File: config.mk
export PLATFORM = sky130hd
export DESIGN_NAME = mux_rx_fifo
export DESIGN_NICKNAME = d
export VERILOG_FILES = /design/src/rtl/mux_rx_fifo.sv
export SDC_FILE = /design/constraint.sdc
export NUM_CORES = 1
export LEC_CHECK = 0
export BUFFER_PORTS_ARGS = -buffer_cell sky130_fd_sc_hd__clkbuf_2
export CAP_MARGIN = 20
export CORE_UTILIZATION = 44
export CTS_CLUSTER_SIZE = 24
export DETAILED_ROUTE_END_ITERATION = 12
export HOLD_SLACK_MARGIN = 0.06
export SYNTH_ARGS = -nofsm -noshare
export SYNTH_HDL_FRONTEND = slang
export SYNTH_SLANG_ARGS = --single-unit
File: constraint.sdc
create_clock -name clk -period 2.75 [get_ports clk]
set_input_delay 0.275 -clock clk [delete_from_list [all_inputs] [get_ports clk]]
set_output_delay 0.275 -clock clk [all_outputs]
set_load 0.01 [all_outputs]
File: src/rtl/mux_rx_fifo.sv
// mux_rx_fifo: receive-side byte FIFO with overrun tracking and a simple
// request/acknowledge interrupt controller.
//
// Each entry holds {rx_error, rx_data}. The head entry is presented
// combinationally (first-word-fall-through). count/empty/full are registered
// and always agree with the pointer state.
//
// Optional feature macro: MUX_RX_WATERMARK_EN
//   undefined : interrupt trigger = FIFO not empty (watermark port ignored)
//   defined   : interrupt trigger = (count >= watermark) or overrun,
//               with watermark=0 treated as 1
module mux_rx_fifo #(
    parameter int DEPTH = 16,
    parameter int CNT_W = 5
) (
    input  logic             clk,
    input  logic             reset,
    input  logic             rx_valid,
    input  logic [7:0]       rx_data,
    input  logic             rx_error,
    input  logic             rd_en,
    input  logic             clear_overrun,
    input  logic             int_enable,
    input  logic [3:0]       int_level,
    input  logic             int_ack,
    input  logic [CNT_W-1:0] watermark,
    output logic [7:0]       rd_data,
    output logic             rd_error,
    output logic             empty,
    output logic             full,
    output logic [CNT_W-1:0] count,
    output logic             overrun,
    output logic             int_reqn,
    output logic [3:0]       irq_number
);

    localparam int PTR_W = $clog2(DEPTH);

    typedef enum logic [1:0] {
        IRQ_IDLE    = 2'd0,
        IRQ_PENDING = 2'd1,
        IRQ_ACKED   = 2'd2
    } irq_state_t;

    // Storage is not reset: pointers and count define which entries are live.
    logic [8:0]       mem_q [DEPTH];

    logic [PTR_W-1:0] wr_ptr_q, wr_ptr_d;
    logic [PTR_W-1:0] rd_ptr_q, rd_ptr_d;
    logic [CNT_W-1:0] count_q, count_d;
    logic             empty_q, empty_d;
    logic             full_q, full_d;
    logic             overrun_q, overrun_d;

    irq_state_t       state_q, state_d;
    logic             int_reqn_q, int_reqn_d;
    logic [3:0]       irq_number_q, irq_number_d;

    logic             do_wr;
    logic             do_rd;
    logic             drop;
    logic             mem_we;
    logic             trigger;

    // Accept/drop decisions; a full FIFO still accepts a write when a read frees a slot.
    always_comb begin
        do_rd  = rd_en && !empty_q;
        do_wr  = rx_valid && (!full_q || rd_en);
        drop   = rx_valid && full_q && !rd_en;
        mem_we = do_wr && !reset;
    end

    // Next pointer, occupancy and flag values.
    always_comb begin
        wr_ptr_d  = wr_ptr_q;
        rd_ptr_d  = rd_ptr_q;
        count_d   = count_q;
        overrun_d = overrun_q;
        if (do_wr) begin
            wr_ptr_d = wr_ptr_q + PTR_W'(1);
        end
        if (do_rd) begin
            rd_ptr_d = rd_ptr_q + PTR_W'(1);
        end
        case ({do_wr, do_rd})
            2'b10:   count_d = count_q + CNT_W'(1);
            2'b01:   count_d = count_q - CNT_W'(1);
            default: count_d = count_q;
        endcase
        empty_d = (count_d == '0);
        full_d  = (count_d == CNT_W'(DEPTH));
        // A drop in the same cycle as a clear keeps the flag set.
        if (drop) begin
            overrun_d = 1'b1;
        end else if (clear_overrun) begin
            overrun_d = 1'b0;
        end
    end

    // FIFO control registers.
    always_ff @(posedge clk) begin
        if (reset) begin
            wr_ptr_q  <= '0;
            rd_ptr_q  <= '0;
            count_q   <= '0;
            empty_q   <= 1'b1;
            full_q    <= 1'b0;
            overrun_q <= 1'b0;
        end else begin
            wr_ptr_q  <= wr_ptr_d;
            rd_ptr_q  <= rd_ptr_d;
            count_q   <= count_d;
            empty_q   <= empty_d;
            full_q    <= full_d;
            overrun_q <= overrun_d;
        end
    end

    // Entry storage write port.
    always_ff @(posedge clk) begin
        if (mem_we) begin
            mem_q[wr_ptr_q] <= {rx_error, rx_data};
        end
    end

`ifdef MUX_RX_WATERMARK_EN
    logic [CNT_W-1:0] wm_eff;

    // Threshold trigger; a zero threshold behaves like a threshold of one.
    always_comb begin
        wm_eff  = (watermark == '0) ? CNT_W'(1) : watermark;
        trigger = (count_q >= wm_eff) || overrun_q;
    end
`else
    logic unused_watermark;
    assign unused_watermark = ^watermark;

    // Trigger whenever at least one byte is waiting.
    always_comb begin
        trigger = !empty_q;
    end
`endif

    // Interrupt next-state logic; disabling always returns to idle.
    always_comb begin
        state_d      = state_q;
        irq_number_d = irq_number_q;
        if (!int_enable) begin
            state_d = IRQ_IDLE;
        end else begin
            case (state_q)
                IRQ_IDLE: begin
                    if (trigger) begin
                        state_d = IRQ_PENDING;
                    end
                end
                IRQ_PENDING: begin
                    if (int_ack) begin
                        state_d = IRQ_ACKED;
                    end
                end
                IRQ_ACKED: begin
                    if (!trigger) begin
                        state_d = IRQ_IDLE;
                    end
                end
                default: state_d = IRQ_IDLE;
            endcase
        end
        int_reqn_d = (state_d != IRQ_PENDING);
        if (state_d == IRQ_PENDING) begin
            irq_number_d = int_level;
        end
    end

    // Interrupt state and registered request outputs.
    always_ff @(posedge clk) begin
        if (reset) begin
            state_q      <= IRQ_IDLE;
            int_reqn_q   <= 1'b1;
            irq_number_q <= 4'd0;
        end else begin
            state_q      <= state_d;
            int_reqn_q   <= int_reqn_d;
            irq_number_q <= irq_number_d;
        end
    end

    assign rd_data    = mem_q[rd_ptr_q][7:0];
    assign rd_error   = mem_q[rd_ptr_q][8];
    assign empty      = empty_q;
    assign full       = full_q;
    assign count      = count_q;
    assign overrun    = overrun_q;
    assign int_reqn   = int_reqn_q;
    assign irq_number = irq_number_q;

endmodule

==> impl.org <==
** Run status
- Run status :: finished clean

** Clock tree
- The tree built by TritonCTS fans out to 171 sinks.
- H-tree depth reported by CTS :: 4
- Clock slew at reported path FFs :: 0.06 ns
- Post-CTS resize count :: 0
- Clock insertion delay at the later pin of the skew report :: 0.42 ns
- The longest clock path from root to sink contains 2 buffers.
- Buffers inserted during clock tree synthesis total 17.
- Clock tree from TritonCTS :: built
- Root Buffer :: sky130_fd_sc_hd__clkbuf_16
- Cts-stage hold buffer count :: 0
- After clock tree synthesis, the setup repair step added 0 buffers.

** GRT
- Pin count of the biggest net entering global routing :: 37
- GRT Util Overall :: 18.2%
- The initial antenna violation count came to 0.
- The number of global-route vias before repair was 3419.
- Global routing finished with a remaining overflow of 0.
- The first global-routing pass estimated 20300 um of wire.

** STA
- The number of hold-slack violations in the final timing report was 0.
- For this run, the top clock speed supported by timing is 0.380 GHz.
- The worst pin sits at a relative slew slack of 55.7%.
- Setup violations remaining at the end of the flow were counted as 0.
- Setup repair after global routing missed its margin :: false
- Worst setup skew after layout :: 0.00753 ns
- In the post-route analysis, the smallest setup slack over all paths is 0.121 ns.
- The tightest hold path in the finished design has a slack of 0.0838 ns.
- Post-Route Setup TNS :: 0 ns
- Worst-Margin Slew :: 0.664 ns
- Slew Limit Fails :: 0
- After layout, the minimum clock period comes to 2.63 ns.
- After layout, the worst path uses 95.6% of the clock period.

** Yosys
- Multiplexer cells account for 16.8% of the synthesized area.
- A synthesized cell averages 19.6 um2.
- Summing the areas of all xor and xnor instances in the mapped netlist gives 1.28% of the synthesized area.
- Total standard cell area after synthesis :: 0.00684 mm2
- Summing the areas of all fa, ha and maj instances in the mapped netlist gives 1.46% of the synthesized area.
- Summing the areas of all compound-gate instances in the mapped netlist gives 1.65% of the synthesized area.
- Number of synthesized flops with an enable pin :: 144
- For this run, the number of Yosys warnings is 0.
- After synthesis, the largest family of logic cells by area is multiplexers.
- The most used flip-flop cell after synthesis is sky130_fd_sc_hd__edfxtp_1.
- Sequential element share of the synthesized area :: 71.1%
- Gate Count Post-Synth :: 350
- The number of nets handed over by synthesis was 383.
- The synthesized netlist contains 44 unique library cells.
- Synthesis-stage register bit count :: 171
- Share of synthesized flip-flops with an asynchronous set or reset :: 0%
- The synthesized netlist devotes 5.50% of its cell area to simple gates.

** Die
- The floorplan step set the die height to 127 um.
- In this run the count of I/O pins placed on the die edge is 47.
- The initialized floorplan defines 45 standard-cell rows.
- In this run the horizontal extent of the chip is 127 um.
- The core region is 0.0152 mm2.
- Die outline area :: 0.0161 mm2
- For this configuration, the core starts out at a cell density of 45.0%.

** Layout
- The post-route netlist has 28.4% of its cells at a drive strength greater than 1.
- Post-layout nets :: 443
- The number of antenna diodes in the final layout is 0.
- From synthesis to final layout, the design area changed by 16.0%.

** Power and ir drop
- Power per Cell Area :: 785 mW/mm2
- Largest vdd supply drop :: 0.434 mV
- The completed layout was analyzed and its total power is 6.23 mW.
- For this design the static power due to leakage is 2.73 nW.

** Setup path
- Critical-path cell list :: buf_12 -> mux4_1 -> mux4_2 -> clkbuf_2
- Crit path capture type :: output port
- Kind of cell adding the most delay to the critical path :: multiplexers
- The worst setup path is launched from a register.
- Critical path type :: reg -> out
- Buffers & Inverters on Critical Path :: 2
- Max FO, Critical Path :: 36
- Critical Path AT :: 2.35 ns
- WP data required :: 2.48 ns
- Critical Path Max Stage Delay :: 0.61 ns
- The slowest stage of the critical path belongs to the cell sky130_fd_sc_hd__mux4_1.

** Route
- Drt wl/cell :: 22.1 um
- Final wirelength :: 13500 um
- Residual DRC :: 0
- DRT Pass-1 Iters :: 4
- Remaining antenna violation count after routing :: 0
- The routed layout has 3370 vias.
- The first routing iteration left 279 violations.
- Post-DR vias/cell :: 5.52

** Job
- Max-cap violations in this run came to 0.

** Place
- Number of buffers added on ports :: 41
- After legalization and detailed placement, the total HPWL measured 7900 um.
- At the placement stage, the worst setup path has a slack of 0.430 ns.
- At the end of routability-driven placement, the weighted congestion stood at 0.744.

** Hold path
- Hold/Removal Path Class :: in -> reg
-- registers in the layout, indices dropped and copies added, names as in the netlist, 2 cells and up, named ones only --
| signal | flops |
|---|---|
| count | 5 |
| state_q | 2 |
| irq_number | 4 |
| mem_q | 144 |
| rd_ptr_q | 4 |
| wr_ptr_q | 4 |
-- path summary, 6_finish.rpt --
path	slack (ns)	endpoint	depth (start not counted)	startpoint
min	0.08	irq_number[3]	3	int_level[3]
min reg2reg	0.48	overrun	2	overrun
max	0.12	rd_data[5]	4	register
max reg2reg	0.52	full	10	full
-- layout by cell type (no fill, tap or decap), drive strengths merged, types with 6 or more instances in the layout --
master | netlist | routed
inv | 5 | 9
nor2 | 21 | 21
mux4 | 45 | 45
and2 | 13 | 13
clkbuf | 10 | 58
dfxtp | 27 | 27
o21ai | 6 | 6
buf | 9 | 19
xor2 | 8 | 8
edfxtp | 144 | 144
mux2i | 7 | 7
ha | 8 | 8
-- stage by stage --
stage | utilization, % | cells | instance area, um2
6_report | 52.2 | 610 | 7940
5_1_grt | 52.2 | 610 | 7940
4_1_cts | 52.2 | 610 | 7940
3_5_place_dp | 48.2 | 579 | 7320
3_3_place_gp | 48.2 | 579 | 7320
2_1_floorplan | - | 350 | 6840
-- area by class of cell --
| type | count | area (um2) |
|---|---|---|
| Fill cell | 1218 | 7260 |
| Sequential cell | 171 | 4870 |
| Multi-Input combinational cell | 155 | 1830 |
| Clock buffer | 17 | 425 |
| Timing Repair Buffer | 60 | 373 |
| Tap cell | 188 | 235 |
| Clock inverter | 14 | 191 |
| Inverter | 5 | 18.8 |
-- per-layer routing --
| layer | GRT usage, % | vias up | part of all wire [%] |
|---|---|---|---|
| met2 | 29.0 | 83 | 48 |
| met5 | 0 | - | 0 |
| li1 | - | 1536 | - |
| met1 | 23.8 | 1731 | 45 |
| met3 | 4.18 | 20 | 4.2 |
| met4 | 8.61 | 0 | 2.3 |
-- Yosys cell counts, types with 5 or more instances --
| cell | n | area share (%) |
|---|---|---|
| sky130_fd_sc_hd__and2_1 | 13 | 1.2 |
| sky130_fd_sc_hd__dfxtp_1 | 27 | 7.9 |
| sky130_fd_sc_hd__mux4_2 | 27 | 8.9 |
| sky130_fd_sc_hd__edfxtp_1 | 144 | 63 |
| sky130_fd_sc_hd__nor2_1 | 21 | 1.2 |
| sky130_fd_sc_hd__ha_1 | 8 | 1.5 |
| sky130_fd_sc_hd__xor2_1 | 8 | 1.0 |
| sky130_fd_sc_hd__mux2i_1 | 7 | 1.0 |
| sky130_fd_sc_hd__a21oi_1 | 5 | 0.37 |
| sky130_fd_sc_hd__mux4_1 | 18 | 6.9 |
| sky130_fd_sc_hd__o21ai_0 | 5 | 0.37 |
| sky130_fd_sc_hd__clkbuf_1 | 10 | 0.55 |
-- cell families after synthesis --
family / after synthesis
AND/OR/NAND/NOR: 67
buffers and inverters: 24
AO/OA/AOI/OAI: 18
multiplexers: 52
adder cells (fa/ha/maj): 8
flip-flops: 171
XOR/XNOR: 10
-- power breakdown --
part	switching (mW)	internal (mW)	leakage, nW
registers	0.0717	2.88	1.52
logic	0.389	0.401	0.924
clock network	0.969	1.52	0.290
-- worst min-delay path: stages --
cell and delay, ns:
sky130_fd_sc_hd__clkbuf_2 0.07, sky130_fd_sc_hd__mux2i_1 0.05, sky130_fd_sc_hd__nor2_1 0.07
Note: power is estimated with default switching activity, not from simulation.
